[src/rtl/event_sequencer.sv]
// event_sequencer: round-robin arbiter that turns event requests into a one-hot
// trigger bus, with pairwise event aliasing and an in-line in-order checker.
module event_sequencer #(
    parameter int N_EVT = 3,
    parameter int IDX_W = 2,
    parameter int TMO   = 16
) (
    input  logic             clk,
    input  logic             rst,
    input  logic [N_EVT-1:0] req,
    output logic [N_EVT-1:0] ack,
    output logic [N_EVT-1:0] evt_trig,
    input  logic             merge_wr,
    input  logic [IDX_W-1:0] merge_a,
    input  logic [IDX_W-1:0] merge_b,
    output logic             seq_done,
    output logic             seq_fail,
    output logic [IDX_W-1:0] exp_idx,
    output logic             busy
);
    localparam int             TW      = $clog2(TMO + 1);
    localparam logic [IDX_W:0] N_EVT_C = (IDX_W + 1)'(N_EVT);

    function automatic logic [IDX_W:0] popcount(input logic [N_EVT-1:0] v);
        logic [IDX_W:0] c;
        c = '0;
        for (int i = 0; i < N_EVT; i++) begin
            c = c + (IDX_W + 1)'(v[i]);
        end
        return c;
    endfunction

    logic [N_EVT-1:0][N_EVT-1:0] grp;
    logic [IDX_W-1:0]            ptr;
    logic [TW-1:0]               tmo_cnt;

    logic [N_EVT-1:0] elig_p0;
    logic [N_EVT-1:0] trig_p0;
    logic [IDX_W-1:0] gnt_p0;
    logic [IDX_W-1:0] hi_g;
    logic [IDX_W-1:0] lo_g;
    logic             hi_found;
    logic             vld_p0;

    // Stage 0: round-robin pick among requesters not acked last cycle
    assign elig_p0 = req & ~ack;

    always_comb begin
        hi_found = 1'b0;
        hi_g     = '0;
        lo_g     = '0;
        vld_p0   = 1'b0;
        // Descending scan leaves the lowest eligible index at/after ptr in hi_g
        // and the lowest eligible index overall in lo_g (the wrap-around case).
        for (int i = N_EVT - 1; i >= 0; i--) begin
            if (elig_p0[i]) begin
                vld_p0 = 1'b1;
                lo_g   = IDX_W'(i);
                if (IDX_W'(i) >= ptr) begin
                    hi_found = 1'b1;
                    hi_g     = IDX_W'(i);
                end
            end
        end
        gnt_p0 = hi_found ? hi_g : lo_g;
    end

    assign trig_p0 = (N_EVT'(1) << gnt_p0) | grp[gnt_p0];

    // Stage 1: registered grant, trigger, pointer and merge table
    always_ff @(posedge clk) begin
        if (rst) begin
            ack      <= '0;
            evt_trig <= '0;
            ptr      <= '0;
            grp      <= '0;
        end else begin
            ack      <= vld_p0 ? (N_EVT'(1) << gnt_p0) : '0;
            evt_trig <= vld_p0 ? trig_p0 : '0;
            if (vld_p0) begin
                ptr <= (int'(gnt_p0) == N_EVT - 1) ? '0 : gnt_p0 + 1'b1;
            end
            if (merge_wr && (merge_a != merge_b) &&
                ({1'b0, merge_a} < N_EVT_C) && ({1'b0, merge_b} < N_EVT_C)) begin
                grp[merge_a][merge_b] <= 1'b1;
                grp[merge_b][merge_a] <= 1'b1;
            end
        end
    end

    logic [N_EVT-1:0] fp_p1;
    logic [N_EVT-1:0] sh_p1;
    logic [IDX_W:0]   sum_p1;
    logic             adv_p1;

    // Drop already-seen events; remaining bits must start at exp_idx and be contiguous
    assign fp_p1  = evt_trig & ~((N_EVT'(1) << exp_idx) - N_EVT'(1));
    assign sh_p1  = fp_p1 >> exp_idx;
    assign adv_p1 = sh_p1[0] && ((sh_p1 & (sh_p1 + N_EVT'(1))) == '0);
    assign sum_p1 = {1'b0, exp_idx} + popcount(fp_p1);
    assign busy   = (exp_idx != '0);

    // Stage 2: order checker and idle timeout
    always_ff @(posedge clk) begin
        if (rst) begin
            exp_idx  <= '0;
            tmo_cnt  <= '0;
            seq_done <= 1'b0;
            seq_fail <= 1'b0;
        end else begin
            seq_done <= 1'b0;
            seq_fail <= 1'b0;
            if (fp_p1 != '0) begin
                tmo_cnt <= '0;
                if (!adv_p1) begin
                    seq_fail <= 1'b1;
                    exp_idx  <= '0;
                end else if (sum_p1 == N_EVT_C) begin
                    seq_done <= 1'b1;
                    exp_idx  <= '0;
                end else begin
                    exp_idx <= sum_p1[IDX_W-1:0];
                end
            end else if (busy) begin
                if (tmo_cnt == TW'(TMO - 1)) begin
                    seq_fail <= 1'b1;
                    exp_idx  <= '0;
                    tmo_cnt  <= '0;
                end else begin
                    tmo_cnt <= tmo_cnt + 1'b1;
                end
            end else begin
                tmo_cnt <= '0;
            end
        end
    end
endmodule

[config.mk]
export PLATFORM = sky130hd
export DESIGN_NAME = event_sequencer
export DESIGN_NICKNAME = d
export VERILOG_FILES = /design/src/rtl/event_sequencer.sv
export SDC_FILE = /design/constraint.sdc
export NUM_CORES = 1
export LEC_CHECK = 0
export ABC_AREA = 1
export CAP_MARGIN = 10
export CORE_MARGIN = 4
export CORE_UTILIZATION = 51
export DETAILED_ROUTE_END_ITERATION = 10
export PLACE_DENSITY = 0.87
export SYNTH_ARGS = -nofsm -noshare
export SYNTH_HDL_FRONTEND = slang
export SYNTH_SLANG_ARGS = --single-unit
[constraint.sdc]
create_clock -name clk -period 2.55 [get_ports clk]
set_clock_uncertainty 0.1 [all_clocks]
set_input_delay 0.51 -clock clk [delete_from_list [all_inputs] [get_ports clk]]
set_output_delay 0.51 -clock clk [all_outputs]
set_load 0.005 [all_outputs]
After elaboration in Yosys (flattened, before gate mapping):

Index checks and enable logic that the tools add are counted.

* $add $sub $neg: 7
* $lt $le $gt $ge: 10
* eq/ne operators: 4
* shift-type cells: 3
* mux-type cells: 40
* bitwise gates (word level): 12
* reductions and logical operators: 15

Operators with widths (count)
* $mux 2: 16
* $or 9x9->9: 2
* $mux 1: 16
* $demux 3 s2: 2
* $and 3x3->3: 3
* $lt 2x3->1 const B: 3
* $mux 3: 3
* $bmux 3 s2: 1
* $logic_and 1x1->1: 6
* $not 3->3: 2
* $reduce_bool 2->1: 3
* $shl 1x2->3 const A: 2
* $add 5x1->5 const B: 1
* $eq 5x4->1 const B: 1
* $demux 1 s2: 2
* $ge 1x2->1 const A: 2
* $ge 2x1->1 const B: 2
* $lt 2x2->1 const B: 2
* $not 1->1: 4
* $reduce_or 4->1: 1
* $add 2x1->3: 1
* $add 2x3->3: 1
* $add 3x1->3 const B: 1
* $eq 3x2->1 const B: 1
* 13 further kinds: 13

* register bits: 26
* input port bits: 10
* word-level logic and storage cells: 101

Longest topological paths before layout:

Gate-level depths: netlist of run 1.

* word-level depth: 11
* depth in mapped cells: 11
* depth with buffers taken out: 11

Worst setup path before layout of run 1:

Ideal clock, no wire load.

* kind: register to register
* start point: register exp_idx[1]
* end point: register exp_idx[0]
* setup time: 66 ps
* arrival: 2000 ps
* data required time: 2384 ps
* path slack: 384 ps
* cell stages (with the launch flop): 12
* buffers on the path: 0
* period minus slack after synthesis: 2166 ps
* cells stage by stage: dfxtp_1 inv_2 nand3_2 nand2_2 ha_1 ha_1 inv_1 fa_1 inv_1 a21boi_0 nand2_2 a21oi_2

* cells in the longest elaborated chain, start to end: 11
* elaborated cells on any way between the ends: 21
* those cells by class: add/sub (5); eq/ne (1); shift (2); mux (3); bitwise (3); reduce/logical (7)

RTL lines
* start: declaration: line 18 `output logic [IDX_W-1:0] exp_idx,`
* start signal: assignment: line 122 `exp_idx <= sum_p1[IDX_W-1:0];`
* $shl 1x2->3: line 97 `assign fp_p1 = evt_trig & ~((N_EVT'(1) << exp_idx) - N_EVT'(1));`
* $sub 3x1->3: line 97
* $not 3->3: line 97
* $and 3x3->3: line 97
* $add 1x1->2 or $shr 3x2->3 (tied branches): line 28, 98
* $add 2x1->3 or $add 3x1->3 (tied branches): line 28, 99
* $add 2x3->3 or $and 3x3->3 (tied branches): line 100, 99
* $eq 3x2->1 or $logic_not 3->1 (tied branches): line 118, 99
* $mux 2 or $logic_and 1x1->1 (tied branches): line 118, 99
* $mux 2: line 115 `if (!adv_p1) begin`
* $mux 2: line 113 `if (fp_p1 != '0) begin`

Parallel ways exist; a longest one is shown, timed or not.
A chain may end at the register's enable or synchronous reset.

Final worst setup path of run 1:

Same ends and word-level chain as after synthesis.

==> run_results.csv, run 1 <==
group,metric,value,unit
clocking,clk_latency,0.31,ns
setup_path,cp.required,2.70,ns
route,routed_wl,2580,µm
pwr,powerDensity,602,nW/µm²
floorplan,fp.dieW,57.2,µm
sta,finalSetupTns,0,ns
global_route,grt_first_pass_wirelength,4450,µm
final_layout,nets,213,
placed_design,routabilityCongestion,0.779,
clocking,ctsResizeCount,0,
route,drc,0,
global_route,antenna_found_initial,0,
yosys,syn-cell-area,1240,µm²
yosys,synth_common_cells,"nand2_1 (40), inv_1 (31), dfxtp_1 (23)",
clocking,h-tree-depth,1,
yosys,synthFlopType,"dfxtp_1",
yosys,ys_seq_elements,23,
yosys,synth_edf_count,0,
worst_hold_path,hp-class,"flip-flop to flip-flop",
setup_path,critPathMaxStageDelay,0.50,ns
pwr,irDropWorstVdd,384,µV
setup_path,path_cells,"inv_2, nand3_2, nand2_2, ha_1, ha_1, inv_1, fa_1, inv_1, a21boi_0, nand2_2, a21oi_2",
floorplan,dieArea,3280,µm²
setup_path,crit_path_end_kind,"flip-flop",
setup_path,path_class,"flip-flop to flip-flop",
sta,fmaxAchievable,442,MHz
status,outcome,"completed",
final_layout,antenna-diode-count,0,
route,ant_nets,0,
setup_path,worstPathMaxFanout,5,
yosys,synth_warnings,0,
yosys,synth_area_leaders,"dfxtp_1 (37%), nand2_1 (12%), inv_1 (9.4%)",
setup_path,start_kind,"flip-flop",
global_route,grt_start_max_net_pins,13,
yosys,yosysTopAreaCell,"dfxtp_1",
sta,hold_slack,0.362,ns
pwr,p_total,0.000904,W
sta,setup_violations,0,
setup_path,critPathSlowestCell,"fa_1",
yosys,syn_area_per_cell,7.15,µm²
final_layout,final_core_util,66.6,%
sta,post-route-min-period,2.26,ns
placed_design,port_buffers,20,
placed_design,placed_cell_area,1480,µm²
floorplan,die_h,57.2,µm
yosys,ys_seq_area_share,37.2,%
clocking,cts_buffer_depth,2,
route,via_count,1137,
pwr,power_leakage,0.696,nW
sta,slew_headroom,83.8,%
setup_path,reg2reg_from,"exp_idx[1]",
yosys,yosysUniqueCellTypes,24,
yosys,yosysMostFrequentCell,"nand2_1",
floorplan,num_rows,17,
global_route,track_usage,16.7,%
yosys,synthCells,173,
clocking,clk_transition_reported_paths,0.11,ns
route,vias_per_cell,5.05,
route,drtIter0Drc,37,
setup_path,cp-startpoint,"exp_idx[1]",
sta,max_slew.worst_pin.slew,0.241,ns
flow_run,drv_cap,0,
final_layout,fill_cells,204,
sta,slew_viol_final,0,
placed_design,dp_hpwl,2200,µm
setup_path,worstPathArrival,2.41,ns
final_layout,area_growth,21.6,%
floorplan,fp.coreArea,2250,µm²
final_layout,drive_above_1_share,16.8,%
yosys,synth-async-reset-ratio,0,%
sta,grt_setup_unrepaired,"false",
clocking,cts-root-buf,"clkbuf_4",
floorplan,start_util,54.8,%
clocking,cts_tree,"built",
sta,period_share,88.7,%
route,drtPass1Iterations,6,
floorplan,ioPinCount,21,
route,drt-wirelength-per-cell,11.5,µm
clocking,clock-sinks,23,
clocking,cts_buffers,3,
sta,finalHoldViolCount,0,
global_route,grt_pass1_vias,1131,
yosys,synth_nets,188,
worst_hold_path,min_from,"grp[3]",
global_route,gr-total-overflow,0,
yosys,yosysTopAreaCellShare,37.2,%
clocking,hold_buffers,0,
final_layout,post-route-cell-area,1500,µm²
clocking,postCtsSetupBuffers,0,
## layout by cell type (no fill, tap or decap)
master and n:
clkdlybuf4s50_1 20, buf_4 1, nand3_4 1, clkbuf_4 3, nand2_1 40, inv_1 31
nand3_2 3, nand3_1 10, ha_1 4, nor2_2 3, dfxtp_2 1, o21ai_2 1
a21oi_2 3, dfxtp_1 22, a21boi_0 1, nand2_4 2, clkbuf_1 1, fa_1 1
o21ai_1 1, nor3_2 2, a21oi_4 1, nand2_2 7, inv_2 5, a22oi_1 1
nand4_1 3, xor2_1 1, nor2_1 20, a21oi_1 8
## power breakdown
group	internal (W)	switching [W]
Combinational	0.000143	0.000187
Sequential	0.000390	0.0000232
Clock	0.0000611	0.000100
## critical path, delay by kind of cell, from the launching register on
family	cells	cell delay [ns]
AO/OA/AOI/OAI	2	0.34
adder cells (fa/ha/maj)	3	0.91
buffers and inverters	3	0.20
flip-flops	1	0.39
AND/OR/NAND/NOR	3	0.27
## per-layer routing
layer	routed length, µm	global-route usage, %
met5	0	0
met4	57	7.62
met3	102	1.13
met2	1430	34.7
met1	990	16.1
## sequential cells by signal, summed over array words and instances, names as in the netlist
name and flops:
grp 6, tmo_cnt 5, ack 3, evt_trig 3, exp_idx 2, ptr 2, seq_done 1, seq_fail 1
## final timing paths
check                           cells past startpoint         end  slack (ns)
worst max-delay path                               11  exp_idx[0]        0.29
worst min-delay path                                2      grp[3]        0.36
worst max register to register                     11  exp_idx[0]        0.29
worst min register to register                      2      grp[3]        0.36
## logic make-up after synthesis
kind of cell	after synthesis	synth area share [%]
compound gates	16	9.01
xor+xnor	1	0.709
fa+ha+maj	5	5.67
buf+inv	37	11.2
flops	23	37.2
simple gates	91	36.1
## stage by stage
stage               std cells  setup WS [ns]
global placement          221          0.352
CTS                       225          0.208
floorplan                 173          0.384
global route              225         0.0923
detailed placement        221          0.253
finish                    225          0.287
## cell type report
type | instances | area [µm²] | area share, %
multi-input combinational | 113 | 637 | 42.4
sequential | 23 | 462 | 30.7
timing repair buffer | 21 | 208 | 13.8
inverter | 36 | 135 | 8.99
tap | 28 | 35.0 | 2.33
clock buffer | 4 | 26.3 | 1.75
(Power assumes the default switching activity.)
==> run 2: changes to the inputs <==
CAP_MARGIN = default   (was 10)
MAX_ROUTING_LAYER = met4   (was default)
==> results of run 2 <==
Same layout as run 1: the final DEF is identical, and so are final timing and power.
Main changes from that run: final weighted congestion in routability-driven placement 0.779 -> 0.790; overall routing resource usage 16.7% -> 17.2%
